$ cat src/rtl/trap_seq_pkg.sv
// Shared constants for the machine-mode trap/return sequencer: FSM encodings,
// CSR addresses, cause codes and mstatus field positions.
package trap_pkg;

    localparam logic [2:0] ST_IDLE     = 3'd0;
    localparam logic [2:0] ST_T_EPC    = 3'd1;
    localparam logic [2:0] ST_T_CAUSE  = 3'd2;
    localparam logic [2:0] ST_T_STATUS = 3'd3;
    localparam logic [2:0] ST_T_REDIR  = 3'd4;
    localparam logic [2:0] ST_R_STATUS = 3'd5;
    localparam logic [2:0] ST_R_REDIR  = 3'd6;

    localparam logic [11:0] CSR_MSTATUS = 12'h300;
    localparam logic [11:0] CSR_MTVEC   = 12'h305;
    localparam logic [11:0] CSR_MEPC    = 12'h341;
    localparam logic [11:0] CSR_MCAUSE  = 12'h342;

    localparam logic [31:0] CAUSE_ECALL_M   = 32'd11;
    localparam logic [31:0] CAUSE_IRQ_EXT_M = 32'h8000_000B;

    localparam int MSTATUS_MIE    = 3;
    localparam int MSTATUS_MPIE   = 7;
    localparam int MSTATUS_MPP_LO = 11;
    localparam int MSTATUS_MPP_HI = 12;

    // Trap entry: stash MIE in MPIE, disable interrupts, record machine mode.
    function automatic logic [31:0] trap_mstatus(input logic [31:0] s);
        logic [31:0] r;
        r = s;
        r[MSTATUS_MPIE] = s[MSTATUS_MIE];
        r[MSTATUS_MIE] = 1'b0;
        r[MSTATUS_MPP_HI:MSTATUS_MPP_LO] = 2'b11;
        return r;
    endfunction

    function automatic logic [31:0] mret_mstatus(input logic [31:0] s);
        logic [31:0] r;
        r = s;
        r[MSTATUS_MIE] = s[MSTATUS_MPIE];
        r[MSTATUS_MPIE] = 1'b1;
        return r;
    endfunction

endpackage

$ cat src/rtl/trap_seq.sv
// Machine-mode trap/return sequencer that borrows the CSR file port from the pipeline.
// Define TRAP_SEQ_IRQ_EN to honour irq_req (gated by a shadow copy of mstatus.MIE).
module trap_seq
    import trap_pkg::*;
(
    input  logic        clk,
    input  logic        rst,
    input  logic [31:0] pc,
    input  logic        ecall_req,
    input  logic        mret_req,
    input  logic        irq_req,
    input  logic [11:0] pipe_csr_addr,
    input  logic [31:0] pipe_csr_wdata,
    input  logic        pipe_csr_write,
    output logic [31:0] pipe_csr_rdata,
    output logic        pipe_stall,
    output logic [11:0] csr_addr,
    output logic [31:0] csr_wdata,
    output logic        csr_write,
    input  logic [31:0] csr_rdata,
    output logic        redirect_valid,
    output logic [31:0] redirect_pc
);

    logic [2:0]  state_q, state_d;
    logic [31:0] pc_q, pc_d;
    logic [31:0] cause_q, cause_d;
    logic        take_irq;

`ifdef TRAP_SEQ_IRQ_EN
    logic mie_shadow_q, mie_shadow_d;

    assign take_irq = irq_req & mie_shadow_q;

    // Tracks mstatus.MIE by snooping every write that reaches the CSR file.
    always_comb begin
        mie_shadow_d = mie_shadow_q;
        if (csr_write && csr_addr == CSR_MSTATUS) begin
            mie_shadow_d = csr_wdata[MSTATUS_MIE];
        end
    end

    always_ff @(posedge clk) begin
        if (rst) begin
            mie_shadow_q <= 1'b0;
        end else begin
            mie_shadow_q <= mie_shadow_d;
        end
    end
`else
    logic unused_irq;

    assign unused_irq = irq_req;
    assign take_irq   = 1'b0;
`endif

    assign pipe_csr_rdata = csr_rdata;
    assign pipe_stall     = (state_q != ST_IDLE);

    always_comb begin
        state_d        = state_q;
        pc_d           = pc_q;
        cause_d        = cause_q;
        csr_addr       = pipe_csr_addr;
        csr_wdata      = pipe_csr_wdata;
        csr_write      = pipe_csr_write;
        redirect_valid = 1'b0;
        redirect_pc    = 32'h0;

        case (state_q)
            ST_IDLE: begin
                if (take_irq) begin
                    pc_d      = pc;
                    cause_d   = CAUSE_IRQ_EXT_M;
                    state_d   = ST_T_EPC;
                    csr_write = 1'b0;
                end else if (ecall_req) begin
                    pc_d      = pc;
                    cause_d   = CAUSE_ECALL_M;
                    state_d   = ST_T_EPC;
                    csr_write = 1'b0;
                end else if (mret_req) begin
                    pc_d      = pc;
                    state_d   = ST_R_STATUS;
                    csr_write = 1'b0;
                end
            end
            ST_T_EPC: begin
                csr_addr  = CSR_MEPC;
                csr_wdata = pc_q;
                csr_write = 1'b1;
                state_d   = ST_T_CAUSE;
            end
            ST_T_CAUSE: begin
                csr_addr  = CSR_MCAUSE;
                csr_wdata = cause_q;
                csr_write = 1'b1;
                state_d   = ST_T_STATUS;
            end
            ST_T_STATUS: begin
                csr_addr  = CSR_MSTATUS;
                csr_wdata = trap_mstatus(csr_rdata);
                csr_write = 1'b1;
                state_d   = ST_T_REDIR;
            end
            ST_T_REDIR: begin
                csr_addr       = CSR_MTVEC;
                csr_write      = 1'b0;
                redirect_valid = 1'b1;
                redirect_pc    = {csr_rdata[31:2], 2'b00};
                state_d        = ST_IDLE;
            end
            ST_R_STATUS: begin
                csr_addr  = CSR_MSTATUS;
                csr_wdata = mret_mstatus(csr_rdata);
                csr_write = 1'b1;
                state_d   = ST_R_REDIR;
            end
            ST_R_REDIR: begin
                csr_addr       = CSR_MEPC;
                csr_write      = 1'b0;
                redirect_valid = 1'b1;
                redirect_pc    = csr_rdata;
                state_d        = ST_IDLE;
            end
            default: begin
                csr_write = 1'b0;
                state_d   = ST_IDLE;
            end
        endcase

        // A reset landing mid-sequence must not leave a half-finished write or redirect behind.
        if (rst) begin
            redirect_valid = 1'b0;
            redirect_pc    = 32'h0;
            if (state_q != ST_IDLE) begin
                csr_write = 1'b0;
            end
        end
    end

    always_ff @(posedge clk) begin
        if (rst) begin
            state_q <= ST_IDLE;
            pc_q    <= 32'h0;
            cause_q <= 32'h0;
        end else begin
            state_q <= state_d;
            pc_q    <= pc_d;
            cause_q <= cause_d;
        end
    end

endmodule

$ cat config.mk
export PLATFORM = sky130hd
export DESIGN_NAME = trap_seq
export DESIGN_NICKNAME = d
export VERILOG_FILES = /design/src/rtl/trap_seq_pkg.sv /design/src/rtl/trap_seq.sv
export SDC_FILE = /design/constraint.sdc
export NUM_CORES = 1
export LEC_CHECK = 0
export ABC_CLOCK_PERIOD_IN_PS = 2000
export BUFFER_PORTS_ARGS = -buffer_cell sky130_fd_sc_hd__buf_4
export CAP_MARGIN = 5
export CORE_MARGIN = 2
export CORE_UTILIZATION = 42
export CTS_CLUSTER_SIZE = 40
export DETAILED_ROUTE_END_ITERATION = 7
export PLACE_DENSITY = 0.88
export REMOVE_ABC_BUFFERS = 1
export SYNTH_ARGS = -nofsm -noshare
export SYNTH_HDL_FRONTEND = slang
export SYNTH_SLANG_ARGS = --single-unit
$ cat constraint.sdc
create_clock -name clk -period 2 [get_ports clk]
set_clock_uncertainty 0.2 [all_clocks]
set_input_delay 0.3 -clock clk [delete_from_list [all_inputs] [get_ports clk]]
set_output_delay 0.3 -clock clk [all_outputs]
set_load 0.02 [all_outputs]
Word-level counts from Yosys, hierarchy flattened
Index checks and enable logic that the tools add are counted.

word-level totals
  bits in registers = 36
  bits of input ports = 114
  word-level logic and storage cells = 35

operators by class
  equal/unequal tests = 7
  mux-type cells = 16
  reductions and logical operators = 9

operators by type and width
  kind                                                  count
  case mux 32 bit (4 select lines)                      1
  two-way mux 32 bit                                    3
  case mux 32 bit (2 select lines)                      1
  case mux 12 bit (4 select lines)                      1
  case mux 3 bit (5 select lines)                       1
  equality test 3 bit (second input constant)           3
  equality test 3 x 2 -> 1 bit (second input constant)  2
  two-way mux 1 bit                                     6
  two-way mux 3 bit                                     2
  OR reduction 2 bit                                    3
  AND reduction 2 bit                                   2
  OR reduction 4 bit                                    1
  equality test 3 x 1 -> 1 bit (second input constant)  1
  zero test 3 bit                                       1
  inequality test 3 bit (second input constant)         1
  nonzero test 3 bit                                    1
  case mux 1 bit (2 select lines)                       1
  nonzero test 2 bit                                    1

Logic depth before layout (Yosys ltp)
Gate-level depths: netlist of run 1.

  word-level depth = 5
  gate-level depth with buffers = 6
  gate-level depth less buffers = 4

Worst setup path after synthesis of run 1
OpenSTA, ideal clock, no wires.

  kind = register -> output
  from = register state_q[0]
  to = output port csr_wdata[11]
  arrival time = 1403 ps
  data required time = 1500 ps
  path slack = 97 ps
  stages on the path, launching flop included = 7
  path through = dfxtp_1 buf_6 nor2b_1 buf_2 buf_2 a22oi_1 o21ai_0

on the way
  cells in the longest elaborated chain, start to end = 2

RTL lines
  item                                               line             source
  from (decl)                                        trap_seq.sv:25   logic [2:0] state_q, state_d;
  from (signal assigned)                             trap_seq.sv:148  state_q <= state_d;
  equality test 3 bit, or another cell as far along  trap_seq.sv:70   case (state_q)
  case mux 32 bit (4 select lines) (*)               trap_seq.sv:70
  to (decl)                                          trap_seq.sv:18   output logic [31:0] csr_wdata,

Every way passes the cells marked *; elsewhere a longest branch is shown, timed or not.

Worst setup path after layout of run 1
  from = register state_q[0]
  to = output port redirect_pc[1]

on the way
  cells in the longest elaborated chain, start to end = 3

RTL lines
  item                                  line             source
  equality test 3 bit                   trap_seq.sv:70
  case mux 32 bit (2 select lines) (*)  trap_seq.sv:70
  two-way mux 32 bit (*)                trap_seq.sv:133  if (rst) begin
  to (decl)                             trap_seq.sv:22   output logic [31:0] redirect_pc

Marked as above.

==> results.toml, run 1 <==
[global_routing]
grt_start_max_net_pins = 35
met2_usage = 0.569
top_usage_layer = "met2"
met3_usage = 0.0485
grt_pass1_wl_um = 20500
antenna_found_initial = 0
grt_pass1_vias = 4122
grt_use_total = 0.302
grt_use_met1 = 0.331
grt-ovfl-total = 0

[timing]
slew_headroom = 0.762
max_freq_ghz = 0.454
finalHoldViolCount = 0
maxSlewViolCount = 0
layout_setup_ws_ns = -0.204
rsz0062_at_grt = "true"
setup_viol = 85
fin_setup_tns_ns = -9.15
min_period_ns = 2.20
hold_slack_ns = 0.0825
tightest_slew_ns = 0.354
final.period_utilization = 1.10

[route]
first_pass_iters = 7
avgRoutedWirePerCell_um = 20.6
vias = 4370
ant_nets = 0
drt_wl_total_um = 15000
avgViaCountPerCell = 6.01
dr.first_iter.drc_count = 233
route.detailed.drc = 0

[logic_synthesis]
yosys.area.top_type = "dfxtp_1"
ys.flop_type = "dfxtp_1"
synth-async-reset-ratio = 0
synth_edf_count = 0
seq_area_frac_synth = 0.222
ys_types = 40
synth.avg_cell_area_um2 = 7.68
netlist_area_mm2 = 0.00324
ys_ff_latch = 36
syn-instance-count = 422
yosys_warnings = 0
synth_area_leaders = "dfxtp_1, buf_4, mux2i_1"
synth_top_area_frac = 0.222

[clock_network]
cts_tree = "built"
clock-sinks = 36
root_buffer = "clkbuf_8"
insertion_delay_ns = 0.28
numCtsBuffers = 5
clk_pin_slew_ns = 0.08
ctsHoldBuffers = 0
htree_levels = 2
cts.path.max_buffers = 2

[floorplan]
die-area_mm2 = 0.00843
core_area_mm2 = 0.00761
die_h_um = 91.8
ios = 225
die_w_um = 91.8
num_rows = 32
initial_core_util = 0.426

[worst_setup_path]
critPathCaptureType = "output port"
worst-r2r-cell-count = 9
path_class = "reg2out"
cp-start-kind = "flop"
arrival_ns = 1.70
cp_max_fo = 9
r2r_start = "state_q[1]$_SDFFE_PP0P_"
worstSetupStartpoint = "state_q[0]$_SDFFE_PP0P_"
cp.required_ns = 1.50

[cells_and_area]
fillers = 486
layout-drive-gt1-share = 0.621
area_growth_pct = 83.3
finalNonFillerCells = 727
fin_nets = 738
multi_input_area_mm2 = 0.00248
antenna_cells = 0
register_area_um2 = 732

[hold_path]
holdCritStartpoint = "pc[29]"
hold_path_class = "in2reg"
hold_path_depth = 3

[status]
status = "complete, but fails checks"
violations = "setup timing"

[flow_run]
maxCapViolCount = 0

[power_and_ir_drop]
ir_worst_vdd_v = 0.000362
power_density_mw_per_mm2 = 665
leakagePower_nw = 2.56

[placed_design]
portBuffers = 223
gp_routability_congestion = 0.781
dpl.hpwl_um = 8240
dp.cells = 692
post-place-ws_ns = 0.0448
[cell type report]
type / instances / area share
clock buffers: 6 / 0.0139
clock inverters: 2 / 0.00169
inverters: 5 / 0.00400
multi-input cells: 304 / 0.418
flip-flops and latches: 36 / 0.123
well taps: 102 / 0.0215
repair buffers: 272 / 0.417
[metal layers]
layer	routed length (µm)	vias up	part of all wire
met5	0	-	0
met4	597	0	0.040
met3	1150	54	0.077
met2	8020	281	0.54
met1	5210	2110	0.35
li1	-	1925	-
[layout by cell type, fill, tap and decap left out, types with 4 or more instances in the layout]
| cell | Yosys | final |
|---|---|---|
| a22oi_1 | 28 | 13 |
| nand2_4 | 0 | 10 |
| nand3b_1 | 33 | 33 |
| o21ai_1 | 28 | 29 |
| and2_4 | 0 | 35 |
| a22oi_2 | 0 | 15 |
| mux2i_2 | 0 | 4 |
| buf_12 | 0 | 9 |
| buf_4 | 38 | 206 |
| o21ai_0 | 13 | 10 |
| dfxtp_1 | 36 | 33 |
| buf_6 | 7 | 50 |
| o221ai_2 | 0 | 14 |
| nor2_1 | 7 | 5 |
| o221ai_1 | 27 | 13 |
| clkbuf_8 | 0 | 6 |
| mux2i_1 | 26 | 22 |
| a21oi_1 | 40 | 37 |
| nand2_1 | 32 | 20 |
[timing repair]
action,4_1_cts,5_1_grt
resized for setup,85,103
cloned,6,1
setup endpoints to repair,77,79
pin swaps,21,33
setup buffers,14,6
endpoints found under the hold margin,0,0
[registers in the layout (all words and copies together), names as in the netlist]
name     cells
state_q      3
cause_q      1
pc_q        32
[through the flow]
step	cell area, µm²	utilization	power [mW]
after floorplan	2740	-	1.81
after global placement	4770	0.627	2.68
after detailed placement	4770	0.627	2.74
after CTS	5500	0.723	3.70
after global routing	5940	0.780	4.12
final	5940	0.780	3.95
[report_power, final]
group | internal [mW] | leakage [nW] | switching [mW]
clock network | 0.275 | 0.0510 | 0.274
registers | 0.802 | 0.298 | 0.0574
logic | 1.20 | 2.21 | 1.34
[logic make-up (layout without fill, tap and decap cells)]
logic type	Yosys count	in the layout	share of synthesized area
DFF	36	36	0.222
and+or+nand+nor	127	127	0.234
muxes	28	28	0.0873
buffers and inverters	82	285	0.161
AOI/OAI and AO/OA	149	149	0.295
[synthesized netlist by cell type, types with 7 or more instances]
master,count
and2_1,36
dfxtp_1,36
clkbuf_1,19
a21oi_1,40
buf_6,7
nor2_1,7
nand3b_1,33
buf_2,11
mux2i_1,26
o221ai_1,27
buf_4,38
nand2_1,32
o21ai_0,13
o21ai_1,28
a22oi_1,28
[path summary, 6_finish.rpt]
path                           endpoint  slack [ns]
hold / removal    pc_q[29]$_SDFFE_PP0P_        0.08
setup reg to reg  pc_q[16]$_SDFFE_PP0P_       -0.07
hold reg to reg    pc_q[5]$_SDFFE_PP0P_        0.28
setup / recovery         redirect_pc[1]       -0.20
[critical path, cell delays in order (launching register included)]
cell and delay, ns:
dfxtp_4 0.38, buf_6 0.13, nor3_4 0.29, buf_6 0.15
buf_12 0.13, and3_1 0.21, buf_6 0.13
No activity file was read; power rests on OpenSTA's default activity.
==> inputs of run 2 (changes only) <==
--- a/config.mk
+++ b/config.mk
@@ -9,10 +9,12 @@
 export BUFFER_PORTS_ARGS = -buffer_cell sky130_fd_sc_hd__buf_4
 export CAP_MARGIN = 5
 export CORE_MARGIN = 2
-export CORE_UTILIZATION = 42
+export CORE_UTILIZATION = 43
+export CTS_BUF_LIST = sky130_fd_sc_hd__clkbuf_4 sky130_fd_sc_hd__clkbuf_8
 export CTS_CLUSTER_SIZE = 40
 export DETAILED_ROUTE_END_ITERATION = 7
-export PLACE_DENSITY = 0.88
+export GPL_TIMING_DRIVEN = 1
+export PLACE_DENSITY = 0.9
 export REMOVE_ABC_BUFFERS = 1
 export SYNTH_ARGS = -nofsm -noshare
 export SYNTH_HDL_FRONTEND = slang
==> results.toml, run 2 (synthesized netlist as in run 1, its figures left out) <==
[status]
status = "complete, but fails checks"
violations = "setup timing"

[hold_path]
hold_path_class = "in2reg"
holdCritStartpoint = "pc[17]"

[timing]
layout_setup_ws_ns = -0.0550
max_freq_ghz = 0.487
maxSlewViolCount = 0
rsz0062_at_grt = "true"
setup_viol = 37
min_period_ns = 2.05
finalHoldViolCount = 0
tightest_slew_ns = 0.366
final.period_utilization = 1.03
hold_slack_ns = 0.0918
slew_headroom = 0.750

[cells_and_area]
layout_common_cells = "buf_4, a21oi_1, and2_1, nand3b_1, dfxtp_1"
register_area_um2 = 729
multi_input_area_mm2 = 0.00221
fillers = 537
top_regs = "pc_q x32, state_q x3, cause_q x1"
layout-drive-gt1-share = 0.522
final_util = 0.737
antenna_cells = 0
final_common_cell = "buf_4"
top_register = "pc_q"
area_growth_pct = 65.9
fin_nets = 727
largest_reg_flops = 32

[floorplan]
ios = 225
core_area_mm2 = 0.00729
die-area_mm2 = 0.00824
num_rows = 31
die_h_um = 90.8
die_w_um = 90.8
initial_core_util = 0.444

[global_routing]
grt_use_total = 0.271
grt_start_max_net_pins = 36
antenna_found_initial = 0
grt-ovfl-total = 0
grt_pass1_wl_um = 18500
grt_pass1_vias = 3933

[worst_setup_path]
cp.required_ns = 1.50
worstPathCellList = "buf_12 -> nor2_4 -> buf_12 -> a2bb2oi_2 -> o21ai_1 -> buf_4"
arrival_ns = 1.55
critPathCaptureType = "output port"
cp_slowest_cell = "dfxtp_4"
critPathMaxStageDelay_ns = 0.38
cp-start-kind = "flop"
critical_path.most_common_cell = "buf_12"
r2r_start = "state_q[2]$_SDFFE_PP0P_"
path_class = "reg2out"
cpLargestDelayFamily = "buffers and inverters"
worstSetupStartpoint = "state_q[1]$_SDFFE_PP0P_"
cp_max_fo = 17
crit_buf_inv = 3

[placed_design]
gp_routability_congestion = 0.845
dpl.hpwl_um = 8190
portBuffers = 223
post-place-ws_ns = 0.0665

[route]
dr.first_iter.drc_count = 279
vias = 4038
route.detailed.drc = 0
ant_nets = 0
avgRoutedWirePerCell_um = 17.6
first_pass_iters = 4
drt_wl_total_um = 12500
avgViaCountPerCell = 5.67

[flow_run]
maxCapViolCount = 0

[clock_network]
ctsHoldBuffers = 0
numCtsBuffers = 5
root_buffer = "clkbuf_8"
htree_levels = 2
cts_tree = "built"
cts.path.max_buffers = 2
clk_pin_slew_ns = 0.07
clock-sinks = 36
insertion_delay_ns = 0.27

[power_and_ir_drop]
leakagePower_nw = 2.34
power_density_mw_per_mm2 = 662
p_total_mw = 3.56
ir_worst_vdd_v = 0.000311
-- run 2: cell types whose count changed in the layout (fill, tap and decap cells not counted), moves of 4 or more --
cell      previous run  this run
buf_6               50         7
buf_4              206       240
and2_1               1        34
and2_4              35         2
nand2_4             10         0
o221ai_1            13        23
o221ai_2            14         4
nand2_1             20        28
a22oi_1             13         9
a22oi_2             15        19
buf_12               9         5
-- run 2: worst min-delay path: stages --
cell      delay (ns)
buf_4           0.11
nand3b_1        0.07
a21oi_1         0.05
-- run 2: timing repair --
item | in CTS | in global routing
setup endpoints to repair | 76 | 75
hold endpoints to repair | 0 | 0
gates cloned | 3 | 4
resized for setup | 41 | 30
pin swaps | 14 | 16
setup buffers | 12 | 0
-- run 2: final timing paths --
path | end | slack (ns) | cells past startpoint
hold reg to reg | pc_q[31]$_SDFFE_PP0P_ | 0.27 | 2
setup reg to reg | pc_q[14]$_SDFFE_PP0P_ | 0.21 | 5
hold / removal | pc_q[17]$_SDFFE_PP0P_ | 0.09 | 3
setup / recovery | csr_wdata[12] | -0.05 | 6
-- run 2: power breakdown --
| group | switching (mW) | total (mW) | leakage, nW | internal (mW) |
|---|---|---|---|---|
| sequential | 0.0569 | 0.859 | 0.298 | 0.802 |
| clock | 0.242 | 0.492 | 0.0445 | 0.250 |
| combinational | 1.17 | 2.21 | 2.00 | 1.03 |
-- run 2: stage by stage --
stage               TNS, ns  cells  area (µm²)
floorplan           -141.13    345        2740
global placement          0    687        4750
detailed placement        0    687        4750
CTS                  -0.636    709        5170
global route          -5.07    712        5370
finish               -0.865    712        5370
-- run 2: area by class of cell --
class                   instances  area share
flip-flops and latches         36       0.136
clock inverters                 1    0.000932
multi-input cells             304       0.412
clock buffers                   6      0.0142
repair buffers                261       0.411
well taps                      99      0.0231
inverters                       5     0.00396
-- run 2: layer usage --
| metal | GRT usage | share of wire |
|---|---|---|
| met1 | 0.298 | 0.38 |
| met2 | 0.521 | 0.54 |
| met5 | 0 | 0 |
| met4 | 0.0808 | 0.016 |
| met3 | 0.0509 | 0.063 |
==> inputs of run 3 (changes only) <==
--- a/config.mk
+++ b/config.mk
@@ -14,7 +14,7 @@
 export CTS_CLUSTER_SIZE = 40
 export DETAILED_ROUTE_END_ITERATION = 7
 export GPL_TIMING_DRIVEN = 1
-export PLACE_DENSITY = 0.9
+export PLACE_DENSITY = 0.92
 export REMOVE_ABC_BUFFERS = 1
 export SYNTH_ARGS = -nofsm -noshare
 export SYNTH_HDL_FRONTEND = slang
==> results.toml, run 3 (synthesized netlist as in run 1, its figures left out) <==
[cells_and_area]
top_register = "pc_q"
fin_nets = 741
largest_reg_flops = 32
layout_common_cells = "buf_4, buf_6, a21oi_1"
fillers = 461
top_regs = "pc_q x32, state_q x3, cause_q x1"
final_common_cell = "buf_4"
register_area_um2 = 732
multi_input_area_mm2 = 0.00230
antenna_cells = 0
fin_area_mm2 = 0.00578
finalNonFillerCells = 727
layout-drive-gt1-share = 0.568
area_growth_pct = 78.5

[clock_network]
htree_levels = 2
cts.path.max_buffers = 2
numCtsBuffers = 5
clock-sinks = 36
cts_tree = "built"
insertion_delay_ns = 0.28
clk_pin_slew_ns = 0.08
ctsHoldBuffers = 0
root_buffer = "clkbuf_8"

[floorplan]
die_w_um = 90.8
ios = 225
die_h_um = 90.8
num_rows = 31
die-area_mm2 = 0.00824
initial_core_util = 0.444
core_area_mm2 = 0.00729

[placed_design]
post-place-ws_ns = 0.0542
post_dp_cell_area_mm2 = 0.00476
dpl.hpwl_um = 8440
gp_routability_congestion = 0.800
dp.cells = 688
portBuffers = 223

[timing]
final.period_utilization = 1.10
maxSlewViolCount = 0
layout_setup_ws_ns = -0.193
max_freq_ghz = 0.456
slew_headroom = 0.744
min_period_ns = 2.19
rsz0062_at_grt = "true"
finalHoldViolCount = 0
setup_viol = 46
hold_slack_ns = 0.0897
tightest_slew_ns = 0.384

[power_and_ir_drop]
p_int_mw = 2.31
power_density_mw_per_mm2 = 676
leakagePower_nw = 2.52
p_comb_frac = 0.612
p_seq_frac = 0.221
power_switching_mw = 1.60
power_frac_clock = 0.167
ir_worst_vdd_v = 0.000337
p_total_mw = 3.91
switching_share = 0.409

[worst_setup_path]
cp.required_ns = 1.50
cp_max_fo = 18
cp-start-kind = "flop"
arrival_ns = 1.69
path_class = "reg2out"
critPathCaptureType = "output port"
reg2reg_slack_ns = 0.15

[status]
status = "complete, but fails checks"
violations = "setup timing"

[route]
dr.first_iter.drc_count = 223
drt_wl_total_um = 15200
avgViaCountPerCell = 6.04
route.detailed.drc = 0
vias = 4392
avgRoutedWirePerCell_um = 20.9
first_pass_iters = 5
ant_nets = 0

[global_routing]
grt-ovfl-total = 0
grt_start_max_net_pins = 36
antenna_found_initial = 0
grt_use_total = 0.275
grt_pass1_vias = 3922
grt_pass1_wl_um = 18800

[flow_run]
maxCapViolCount = 0

[hold_path]
hold_path_class = "in2reg"
==> run 3: per-layer routing <==
layer / wire [µm] / part of all wire / up-vias / GRT usage
met1: 5340 / 0.35 / 2095 / 0.302
met2: 7850 / 0.52 / 309 / 0.529
met3: 1280 / 0.084 / 67 / 0.0501
li1: - / - / 1921 / -
met4: 717 / 0.047 / 0 / 0.0859
met5: 0 / 0 / - / 0
==> run 3: worst paths after layout <==
check | endpoint | cells after the start | start
max | csr_addr[2] | 6 | state_q[1]$_SDFFE_PP0P_
min | pc_q[28]$_SDFFE_PP0P_ | 3 | pc[28]
max reg2reg | pc_q[5]$_SDFFE_PP0P_ | 7 | state_q[2]$_SDFFE_PP0P_
min reg2reg | pc_q[13]$_SDFFE_PP0P_ | 2 | pc_q[13]$_SDFFE_PP0P_
==> run 3: repair_timing <==
action / 4_1_cts / 5_1_grt
setup buffers: 12 / 6
cloned: 3 / 11
pin swaps: 14 / 40
gates resized for setup: 40 / 93
setup endpoints to repair: 76 / 75
==> run 3: cell type report <==
cell class | count | share of cell area
tap | 99 | 0.0214
sequential | 36 | 0.127
timing repair buffer | 275 | 0.431
clock inverter | 2 | 0.00606
multi-input combinational | 304 | 0.397
inverter | 5 | 0.00498
clock buffer | 6 | 0.0132
==> run 3: critical path, cell delays in order (launching register included) <==
cell and delay, ns:
dfxtp_4 0.38, buf_8 0.12, bufbuf_16 0.30, nand3_1 0.14, a21oi_2 0.19, a21o_1 0.12
buf_4 0.14
==> run 3: stage by stage <==
stage / setup TNS [ns] / utilization
finish: -3.37 / 0.793
global route: -7.62 / 0.793
CTS: -1.78 / 0.704
detailed placement: 0 / 0.653
global placement: 0 / 0.653
floorplan: -141.13 / -
==> run 3: power groups by stage <==
stage / combinational (mW) / sequential (mW) / clock [mW]
6_report: 2.39 / 0.864 / 0.651
3_5_place_dp: 1.86 / 0.881 / 0
2_1_floorplan: 0.909 / 0.906 / 0
5_1_grt: 2.50 / 0.871 / 0.692
3_3_place_gp: 1.80 / 0.876 / 0
4_1_cts: 2.01 / 0.854 / 0.661
